## config.mk

```make
export PLATFORM = sky130hd
export DESIGN_NAME = uart_tx
export DESIGN_NICKNAME = d
export VERILOG_FILES = /design/src/rtl/uart_pkg.sv /design/src/rtl/uart_baud_cnt.sv /design/src/rtl/uart_tx.sv
export SDC_FILE = /design/constraint.sdc
export NUM_CORES = 1
export LEC_CHECK = 0
export CORE_MARGIN = 3
export CORE_UTILIZATION = 35
export DETAILED_ROUTE_END_ITERATION = 10
export DONT_BUFFER_PORTS = 1
export SLEW_MARGIN = 20
export SYNTH_ARGS = -nofsm -noshare
export SYNTH_HDL_FRONTEND = slang
export SYNTH_SLANG_ARGS = --single-unit
```

## constraint.sdc

```tcl
create_clock -name pClk -period 3.5 [get_ports pClk]
set_input_delay 0.175 -clock pClk [delete_from_list [all_inputs] [get_ports pClk]]
set_output_delay 0.175 -clock pClk [all_outputs]
set_load 0.01 [all_outputs]
```

## src/rtl/uart_pkg.sv

```systemverilog
// Shared UART definitions: transmitter states, data-length and parity encodings,
// and the default baud divisor width used by both the Tx and Rx engines.
package uart_pkg;

    localparam int DIV_W = 12;

    typedef enum logic [2:0] {
        ST_IDLE,
        ST_LOAD,
        ST_START,
        ST_DATA,
        ST_PARITY,
        ST_STOP
    } tx_state_t;

    localparam logic [1:0] DLS_5 = 2'd0;
    localparam logic [1:0] DLS_6 = 2'd1;
    localparam logic [1:0] DLS_7 = 2'd2;
    localparam logic [1:0] DLS_8 = 2'd3;

    typedef enum logic {
        PARITY_ODD  = 1'b0,
        PARITY_EVEN = 1'b1
    } parity_t;

    // Bits above the selected character length must not reach the line or the parity.
    function automatic logic [7:0] data_mask(input logic [1:0] dls);
        logic [7:0] mask;
        case (dls)
            DLS_5:   mask = 8'h1F;
            DLS_6:   mask = 8'h3F;
            DLS_7:   mask = 8'h7F;
            DLS_8:   mask = 8'hFF;
            default: mask = 8'hFF;
        endcase
        return mask;
    endfunction

    function automatic logic [2:0] last_bit_index(input logic [1:0] dls);
        return 3'd4 + {1'b0, dls};
    endfunction

endpackage

```

## src/rtl/uart_baud_cnt.sv

```systemverilog
// Bit-period divisor: counts 0..term and pulses bit_tick on the terminal count.
// Shared by the transmit and receive engines.
module uart_baud_cnt #(
    parameter int DIV_W = uart_pkg::DIV_W
) (
    input  logic             clk,
    input  logic             reset,
    input  logic             clear,
    input  logic [DIV_W-1:0] term,
    output logic             bit_tick
);

    logic [DIV_W-1:0] count;

    assign bit_tick = (count == term);

    always_ff @(posedge clk) begin
        if (reset || clear) begin
            count <= '0;
        end else if (bit_tick) begin
            count <= '0;
        end else begin
            count <= count + DIV_W'(1);
        end
    end

endmodule

```

## src/rtl/uart_tx.sv

```systemverilog
// UART serial transmit engine: start bit, 5-8 data bits LSB first, optional
// parity and 1 or 2 stop bits, timed by a shadowed baud divisor.
module uart_tx #(
    parameter int DIV_W = uart_pkg::DIV_W
) (
    input  logic             pClk,
    input  logic             pReset,
    input  logic             TxEn,
    input  logic             TxStart,
    input  logic [7:0]       TxData,
    input  logic [DIV_W-1:0] UBRR,
    input  logic [1:0]       DLS,
    input  logic             STOP,
    input  logic             PEN,
    input  logic             EPS,
    output logic             Tx,
    output logic             TxBusy,
    output logic             TxDone
);

    import uart_pkg::*;

    tx_state_t        state;
    tx_state_t        next_state;

    logic [7:0]       shift_reg;
    logic [7:0]       masked_data;
    logic [1:0]       dls_q;
    logic             stop_q;
    logic             pen_q;
    logic             parity_q;
    logic [DIV_W-1:0] ubrr_q;
    logic [2:0]       bit_cnt;

    logic             bit_tick;
    logic             clear_div;
    logic             last_data;
    logic             last_stop;

    assign masked_data = TxData & data_mask(DLS);
    assign last_data   = (bit_cnt == last_bit_index(dls_q));
    assign last_stop   = (bit_cnt == {2'b00, stop_q});

    uart_baud_cnt #(
        .DIV_W(DIV_W)
    ) u_baud_cnt (
        .clk     (pClk),
        .reset   (pReset),
        .clear   (clear_div),
        .term    (ubrr_q),
        .bit_tick(bit_tick)
    );

    always_ff @(posedge pClk) begin
        if (pReset) begin
            state <= ST_IDLE;
        end else begin
            state <= next_state;
        end
    end

    // Outputs decode only registered state, so TxDone never depends on TxStart.
    always_comb begin
        next_state = state;
        Tx         = 1'b1;
        TxBusy     = 1'b1;
        TxDone     = 1'b0;
        clear_div  = 1'b0;
        case (state)
            ST_IDLE: begin
                TxBusy    = 1'b0;
                clear_div = 1'b1;
                if (TxStart && TxEn) begin
                    next_state = ST_LOAD;
                end
            end
            ST_LOAD: begin
                clear_div  = 1'b1;
                next_state = ST_START;
            end
            ST_START: begin
                Tx = 1'b0;
                if (bit_tick) begin
                    next_state = ST_DATA;
                end
            end
            ST_DATA: begin
                Tx = shift_reg[0];
                if (bit_tick && last_data) begin
                    next_state = pen_q ? ST_PARITY : ST_STOP;
                end
            end
            ST_PARITY: begin
                Tx = parity_q;
                if (bit_tick) begin
                    next_state = ST_STOP;
                end
            end
            ST_STOP: begin
                if (bit_tick && last_stop) begin
                    TxDone     = 1'b1;
                    next_state = (TxStart && TxEn) ? ST_LOAD : ST_IDLE;
                end
            end
            default: begin
                next_state = ST_IDLE;
            end
        endcase
    end

    // Shadow registers are written only in LOAD, so config edits mid-frame are harmless.
    always_ff @(posedge pClk) begin
        if (pReset) begin
            shift_reg <= '0;
            dls_q     <= DLS_5;
            stop_q    <= 1'b0;
            pen_q     <= 1'b0;
            parity_q  <= 1'b0;
            ubrr_q    <= '0;
            bit_cnt   <= '0;
        end else begin
            case (state)
                ST_LOAD: begin
                    shift_reg <= masked_data;
                    dls_q     <= DLS;
                    stop_q    <= STOP;
                    pen_q     <= PEN;
                    parity_q  <= (EPS == PARITY_EVEN) ? ^masked_data : ~^masked_data;
                    ubrr_q    <= UBRR;
                    bit_cnt   <= '0;
                end
                ST_DATA: begin
                    if (bit_tick) begin
                        shift_reg <= {1'b0, shift_reg[7:1]};
                        bit_cnt   <= last_data ? 3'd0 : bit_cnt + 3'd1;
                    end
                end
                ST_STOP: begin
                    if (bit_tick) begin
                        bit_cnt <= last_stop ? 3'd0 : bit_cnt + 3'd1;
                    end
                end
                default: begin
                end
            endcase
        end
    end

endmodule

```

After elaboration in Yosys (flattened, before gate mapping). Cells that the tools add are included.

$add $sub $neg: 3. Multipliers: 0. Div/mod/pow operators: 0. $lt $le $gt $ge: 0. Eq/ne operators: 18. Shift operators: 0. Mux-type cells: 22. Bitwise logic cells: 1. Reduce and logical (&&, ||, !) cells: 15.

Operators with widths (count): one-hot mux 8 bit (4 select lines) (1); two-way mux 3 bit (9); one-hot mux 3 bit (6 select lines) (1); one-hot mux 8 bit (2 select lines) (1); != test 2 bit, second input constant (7); adder 12 x 1 -> 12 bit, second input constant (1); equality test 12 bit (1); one-hot mux 3 bit (3 select lines) (1); AND 8 bit (1); two-way mux 8 bit (1); XNOR reduction 8 bit (1); parity 8 bit (1); two-way mux 1 bit (7); equality test 3 x 2 -> 1 bit, second input constant (2); equality test 3 bit, second input constant (2); AND reduction 5 bit (1); equality test 2 bit, second input constant (2); OR reduction 2 bit (2); adder 3 x 1 -> 3 bit, second input constant (1); adder 3 x 2 -> 3 bit, first input constant (1); equality test 3 x 1 -> 1 bit (1); equality test 3 x 1 -> 1 bit, second input constant (1); equality test 3 bit (1); logical AND 1 bit (3); 9 further kinds (9).

Register bits: 43. Latch bits: 0. Bits in writable memories: 0. ROM bits: 0. Input port bits: 29. Output and inout bits: 3. Logic and storage cells: 68. Memories: 0.

Longest topological paths before layout. Gate-level depths: netlist of the first run.

Depth in word-level cells: 5. Mapped depth: 7. Gate-level depth less buffers: 5.

Hierarchy. A second synthesis of the first run with hierarchy kept.

Cells, all modules: 256. Area, all modules: 2095.8 sq um.

By module, submodules not included: uart_tx (times used 1, cells an instance 187, area each 1467.7 sq um, seq. area each 620.6 sq um); uart_baud_cnt (times used 1, cells an instance 69, area each 628.1 sq um, seq. area each 240.2 sq um).

Worst setup path after synthesis of the first run. No wires, ideal clock.

Path kind: register to register. Start point: reg u_baud_cnt.count[1]. End point: reg shift_reg[0]. Setup time: 0.133 ns. Arrival: 1.537 ns. Required time: 3.367 ns. Slack: 1.830 ns. Stages on the path, launching flop included: 6. Buffers on the path: 0. Cells stage by stage: dfxtp_1 -> xnor2_1 -> nand4_2 -> or4_4 -> nand2_4 -> a311oi_1.

Cells in the longest elaborated chain, start to end: 3.

RTL lines: start: declaration (RTL line uart_baud_cnt.sv:13) `logic [DIV_W-1:0] count;`; start signal: assignment (RTL line uart_baud_cnt.sv:23) `count <= count + DIV_W'(1);`; equality test 12 bit (RTL line uart_baud_cnt.sv:15) `assign bit_tick = (count == term);`; != test 2 bit (no line); AND reduction 2 bit (no line); end signal: assignment (RTL line uart_tx.sv:124) `shift_reg <= masked_data;`; end signal: assignment (RTL line uart_tx.sv:134) `shift_reg <= {1'b0, shift_reg[7:1]};`; end: declaration (RTL line uart_tx.sv:26) `logic [7:0] shift_reg;`.

No other way between the ends. A chain may end at the register's enable or synchronous reset.

Final worst setup path of the first run.
Start point: reg state[0]. End point: reg ubrr_q[11].

Cells in the longest elaborated chain, start to end: 1.

RTL lines: start: declaration (RTL line uart_tx.sv:23) `tx_state_t state;`; start signal: assignment (RTL line uart_tx.sv:58) `state <= next_state;`; equality test 3 x 1 -> 1 bit (RTL line uart_tx.sv:122) `case (state)`; end signal: assignment (RTL line uart_tx.sv:119) `ubrr_q <= '0;`; end signal: assignment (RTL line uart_tx.sv:129) `ubrr_q <= UBRR;`; end: declaration (RTL line uart_tx.sv:32) `logic [DIV_W-1:0] ubrr_q;`.

No other way between the ends.

==> results by group, run 1 <==
Synthesis
  • Area share of the largest cell type after synthesis: 38.5%
  • Synthesized flop and latch total: 43
  • Post-synthesis simple-gate area fraction: 26.9%
  • Multiplexer area fraction after synthesis: 0.448%
  • Largest cells by area after synthesis: dfxtp_1 (39%), nand2_1 (9.2%), xnor2_1 (6.3%), a21oi_1 (5.8%), xor2_1 (4.3%)
  • Most numerous cell in the Yosys netlist: nand2_1
  • Yosys warning total: 0
  • Seq/Total Area, Yosys: 38.5%
  • Synth Area per Inst: 8.40 um^2
  • Post-Syn Nets: 297
  • Asr flop ratio synth: 0%
  • Mapped Area: 2230 um^2
  • Post-synth top flop: dfxtp_1
  • Synth top cells by count: nand2_1 (55), dfxtp_1 (43), a21oi_1 (26)
  • Cell accounting for the most synthesized area: dfxtp_1
  • Compound-gate portion of the synthesized area: 14.9%
  • Synth cell types: 48
  • Adder-Cell Fraction of Synth Area: 1.12%
  • Post-Synth XOR/XNOR Area: 13.8%
  • Largest family of logic cells by synthesized area: simple AND/OR/NAND/NOR gates
  • Number of enable flip-flop cells after synthesis: 0
  • Post-Synthesis Cells: 266

Final layout
  • Synth-to-layout area growth: 14.1%
  • Post-route cell area: 2550 um^2
  • Nets: 303
  • Non-Filler Instances: 348
  • Layout cells sized above 1: 8.79%
  • Layout Utilization: 42.1%
  • Antenna Cells: 0

STA
  • Setup Total Neg Slack: 0 ps
  • Min cycle time layout: 2300 ps
  • Slew margin rel.: 46.2%
  • Worst Max-Slew Pin Slew: 806 ps
  • Final period util: 65.8%
  • Final hold viol count: 0
  • RSZ-0062 raised after global routing: false
  • Slew Limit Fails: 0
  • Max Freq: 434 MHz
  • Final setup fails: 0
  • Clk_skew: 5.81 ps

Clocking
  • Post-CTS setup buffer count: 0
  • CTS Root Cell: clkbuf_8
  • Reg clk slew, reported paths: 90 ps
  • Worst skew pair latency: 300 ps
  • Num CTS Buffers: 5
  • CTS tree: yes
  • H-tree Lvls: 2
  • Clk sinks: 43
  • CTS Buffer Depth: 2

Floorplan
  • Cell Rows: 28
  • Die height: 85.9 um
  • # IOs: 32
  • Die area: 7380 um^2
  • Initial Utilization: 36.9%
  • Die width: 85.9 um
  • Core box area: 6060 um^2

Worst setup path
  • Critical R2R Launch: state[0]
  • CP Capture Type: register
  • Reg2reg setup slack: 1200 ps
  • Max FO, Critical Path: 22
  • R2R depth: 4
  • Setup crit start kind: register
  • Data arrival, critical path: 2500 ps
  • Crit Path Class: register to register
  • RR Endpoint: ubrr_q[11]
  • Critical path startpoint: state[0]
  • Req. time, crit path: 3700 ps

Min path
  • Hold path startpoint: DLS[1]
  • Min-Delay Path Depth: 2
  • Min-Delay Endpoint: dls_q[1]
  • Class of the worst hold path: input pin to register

Route
  • Total wire length: 4.81 mm
  • Via/cell ratio: 5.16
  • First DRT Iteration DRCs: 109
  • Remaining DRCs: 0
  • Antenna-violating nets left: 0
  • Drt first pass iters: 4
  • Via count: 1796
  • DR WL/cell: 13.8 um

Global routing
  • Vias in the first global route: 1732
  • GRT overflow: 0
  • Initial antenna violation count: 0
  • Largest net degree at the start of global routing: 30
  • First-pass GRT wire length: 8.51 mm
  • Total GRT Usage: 14.5%

Pwr
  • Pleak: 0.874 nW
  • Pwr Density: 679 nW/um^2
  • Total Power: 1.73 mW
  • Max IR drop VDD: 0.332 mV

Placement
  • DP Area: 2260 um^2
  • Buffers on Ports: 0
  • Placed wire-length estimate: 3.36 mm
  • Placed insts: 326
  • Placer Congestion: 0.783

Job
  • Maxcap violations: 0

Outcome
  • Status: finished clean
[critical path: stages, from the launching register on]
cell and delay (ps):
dfxtp_1 700, nand2_1 650, nand2_1 220, a21oi_1 80, dlygate4sd3_1 550
[layer usage]
layer  track usage (%)  wire (um)  share of wire (%)
met5                 0          0                  0
met4              5.18         83                1.7
met3              3.65        208                4.3
met2              20.7       2080                 43
met1              21.0       2430                 51
[placed cells by master (no fill, tap or decap), drive strengths merged, types with 2 or more instances in the layout]
cell and count:
inv 6, ha 2, o211ai 2, clkbuf 5, nand2 56, or3 3
nand4 8, o21ai 5, dlygate4sd3 13, nand3 8, a21oi 26, xor2 11
xnor2 19, a31oi 2, dfxtp 43, nor3 10, and2 2, and3 4
nor4 2, nor2 16, bufinv 2, a311oi 6, buf 2
[through the flow]
step / worst slack [ps] / hold slack (ps)
2_1_floorplan: 1830 / 311
3_3_place_gp: 1610 / 252
3_5_place_dp: 1590 / 255
4_1_cts: 1170 / 0.178
5_1_grt: 939 / 1.99
6_report: 1200 / 9.13
[logic make-up after synthesis]
| logic type | Yosys count |
|---|---|
| buf+inv | 22 |
| simple gates | 115 |
| fa+ha+maj | 2 |
| xor+xnor | 31 |
| flops | 43 |
| compound gates | 52 |
| mux | 1 |
[what timing repair did]
item,4_1_cts,5_1_grt
hold endpoints to repair,29,0
hold buffers,14,0
setup endpoints to repair,0,0
gates resized for setup,0,0
[layout make-up]
| type | instances | area, um^2 |
|---|---|---|
| Tap cell | 75 | 93.8 |
| Sequential cell | 43 | 861 |
| Multi-Input combinational cell | 201 | 1280 |
| Clock buffer | 5 | 68.8 |
| Timing Repair Buffer | 15 | 158 |
| Inverter | 6 | 22.5 |
| Fill cell | 608 | 3510 |
| Clock inverter | 3 | 67.6 |
[where the power goes]
group          switching, mW  total (mW)  internal [mW]
Sequential            0.0928       0.670          0.578
Clock                  0.180       0.465          0.285
Combinational          0.352       0.597          0.244
Total                  0.625        1.73           1.11
[worst max path at each step]
stage / endpoint / slack [ps] / cells past startpoint
after floorplan: shift_reg[0] / 1830 / 5
after global placement: bit_cnt[2] / 1610 / 3
after detailed placement: bit_cnt[2] / 1590 / 3
after CTS: ubrr_q[11] / 1170 / 4
after global routing: ubrr_q[11] / 940 / 4
final: ubrr_q[11] / 1200 / 4
Note: power is estimated with default switching activity, not from simulation.
==> inputs of run 2 (changes only) <==
==> constraint.sdc (replaced) <==
create_clock -name pClk -period 2.1 [get_ports pClk]
set_input_delay 0.105 -clock pClk [delete_from_list [all_inputs] [get_ports pClk]]
set_output_delay 0.105 -clock pClk [all_outputs]
set_load 0.01 [all_outputs]
==> run 2 against run 1 <==
  * Count of clock-buffer cells in the layout is 1 higher
  * Register-to-register slack worse by 1000 ps
  * Combinational power grew 83%
  * Critical endpoint is now shift_reg[7]
  * Sequential power is 66% higher
  * Clock skew increased by 2.1 ps
  * Flip-flop and latch count unchanged
  * Largest power group unchanged
  * Global-route usage fell by 0.21 points
==> results by group, run 2 (synthesized netlist as in run 1, its figures left out) <==
Global routing
  • Largest net degree at the start of global routing: 32
  • Total GRT Usage: 14.3%
  • Vias in the first global route: 1705
  • First-pass GRT wire length: 8.46 mm
  • GRT overflow: 0
  • Initial antenna violation count: 0

Final layout
  • Commonest non-fill, non-tap cell in the layout: nand2_1
  • Nets: 316
  • Layout cells sized above 1: 9.79%
  • Layout fillers: 604
  • Synth-to-layout area growth: 19.5%
  • Antenna Cells: 0
  • Most frequent cells in the layout: nand2_1 (55), dfxtp_1 (43), a21oi_1 (26)
  • Non-Filler Instances: 361

Placement
  • Placed insts: 328
  • Placed wire-length estimate: 3.32 mm
  • Buffers on Ports: 0
  • Placer Congestion: 0.831

Min path
  • Hold path startpoint: pReset
  • Min-Delay Path Depth: 2
  • Min-Delay Endpoint: state[0]
  • Class of the worst hold path: input pin to register

Clocking
  • Clk sinks: 43
  • Worst skew pair latency: 290 ps
  • CTS Root Cell: clkbuf_8
  • CTS Buffer Depth: 2
  • CTS tree: yes
  • H-tree Lvls: 2
  • Reg clk slew, reported paths: 80 ps
  • Num CTS Buffers: 5

STA
  • Slew margin rel.: 67.4%
  • Max Freq: 523 MHz
  • RSZ-0062 raised after global routing: false
  • Final setup fails: 0
  • Min cycle time layout: 1910 ps
  • Final period util: 91.1%
  • Worst Max-Slew Pin Slew: 485 ps
  • Setup Total Neg Slack: 0 ps
  • Clk_skew: 7.89 ps
  • Slew Limit Fails: 0
  • Final hold viol count: 0

Pwr
  • Max IR drop VDD: 0.533 mV
  • Clock power share: 23.2%
  • Sequential share of power: 38.6%
  • Internal power: 1.80 mW
  • Combinational power share: 38.2%
  • Pleak: 0.926 nW
  • Psw: 1.06 mW
  • Pwr Density: 1070 nW/um^2
  • Switching part of the total: 37.1%

Worst setup path
  • Data arrival, critical path: 2140 ps
  • Max stage delay on crit path: 590 ps
  • RR Endpoint: shift_reg[7]
  • Max stage delay cell, worst path: dfxtp_1
  • Critical R2R Launch: state[0]
  • Setup crit start kind: register
  • Reg2reg setup slack: 190 ps
  • Crit Path Class: register to register
  • CP Cell Sequence: and2_1 > buf_6 > nand4_1 > dlygate4sd3_1 > a21oi_1
  • Max FO, Critical Path: 28
  • Req. time, crit path: 2320 ps
  • R2R depth: 5
  • Crit-path leading delay family: buffers and inverters
  • Crit path buf inv count: 2
  • CP Capture Type: register

Floorplan
  • # IOs: 32
  • Die height: 85.9 um
  • Cell Rows: 28
  • Initial Utilization: 36.9%
  • Die width: 85.9 um
  • Core box area: 6060 um^2
  • Die area: 7380 um^2

Outcome
  • Status: finished clean

Route
  • First DRT Iteration DRCs: 59
  • Via/cell ratio: 5.13
  • Via count: 1851
  • Total wire length: 4.96 mm
  • Drt first pass iters: 4
  • Remaining DRCs: 0
  • Antenna-violating nets left: 0
  • DR WL/cell: 13.8 um

Job
  • Maxcap violations: 0
## run 2: how the worst max path moves through the flow
stage                                    from      endpoint  slack (ps)  depth (start not counted)
after floorplan           u_baud_cnt.count[1]  shift_reg[0]         430                          5
after global placement    u_baud_cnt.count[6]  shift_reg[1]         300                          5
after detailed placement  u_baud_cnt.count[1]  shift_reg[4]         260                          5
after CTS                            state[0]  shift_reg[7]         100                          5
after global routing      u_baud_cnt.count[1]        TxDone           3                          5
final                                state[0]  shift_reg[7]         190                          5
## run 2: power groups by stage
stage                     registers [mW]  logic, mW  clock network (mW)
after global placement              1.12      0.995                   0
final                               1.11       1.09               0.666
after detailed placement            1.12       1.01                   0
after global routing                1.13       1.22               0.712
after CTS                           1.10       1.07               0.684
after floorplan                     1.05      0.903                   0
## run 2: cell type report
type                            count  area (um^2)  share of cell area, %
Inverter                            6         22.5                  0.843
Clock inverter                      2         35.0                   1.31
Clock buffer                        6         82.6                   3.09
Multi-Input combinational cell    201         1290                   48.3
Sequential cell                    43          861                   32.2
Timing Repair Buffer               28          287                   10.7
Tap cell                           75         93.8                   3.51
## run 2: worst reg2reg max path: cells and delay by family (launching register included)
family,cells,cell delay [ps]
and+or+nand+nor,2,330
DFF,1,590
buffers and inverters,2,790
AOI/OAI and AO/OA,1,130
## run 2: stage by stage
stage | power [mW] | util, % | cell area (um^2) | hold slack [ps] | worst slack [ps]
floorplan | 1.95 | - | 2230 | 241 | 430
global placement | 2.12 | 37.6 | 2280 | 182 | 303
detailed placement | 2.13 | 37.6 | 2280 | 181 | 256
CTS | 2.86 | 43.8 | 2660 | 6.45 | 99.9
global route | 3.06 | 44.1 | 2670 | 8.97 | 2.59
finish | 2.87 | 44.1 | 2670 | 17.5 | 187
## run 2: timing repair
| action | 4_1_cts | 5_1_grt |
|---|---|---|
| endpoints found under the hold margin | 31 | 0 |
| resized for setup | 0 | 4 |
| hold buffers | 25 | 0 |
| setup buffers | 0 | 0 |
| endpoints found under the setup margin | 0 | 2 |
## run 2: routing by layer
layer / part of all wire (%) / global-route usage, % / wire [um] / vias to the layer above
li1: - / - / - / 957
met1: 49 / 20.3 / 2430 / 847
met2: 45 / 21.4 / 2230 / 42
met3: 4.8 / 3.27 / 237 / 5
met4: 1.2 / 4.75 / 61 / 0
met5: 0 / 0 / 0 / -
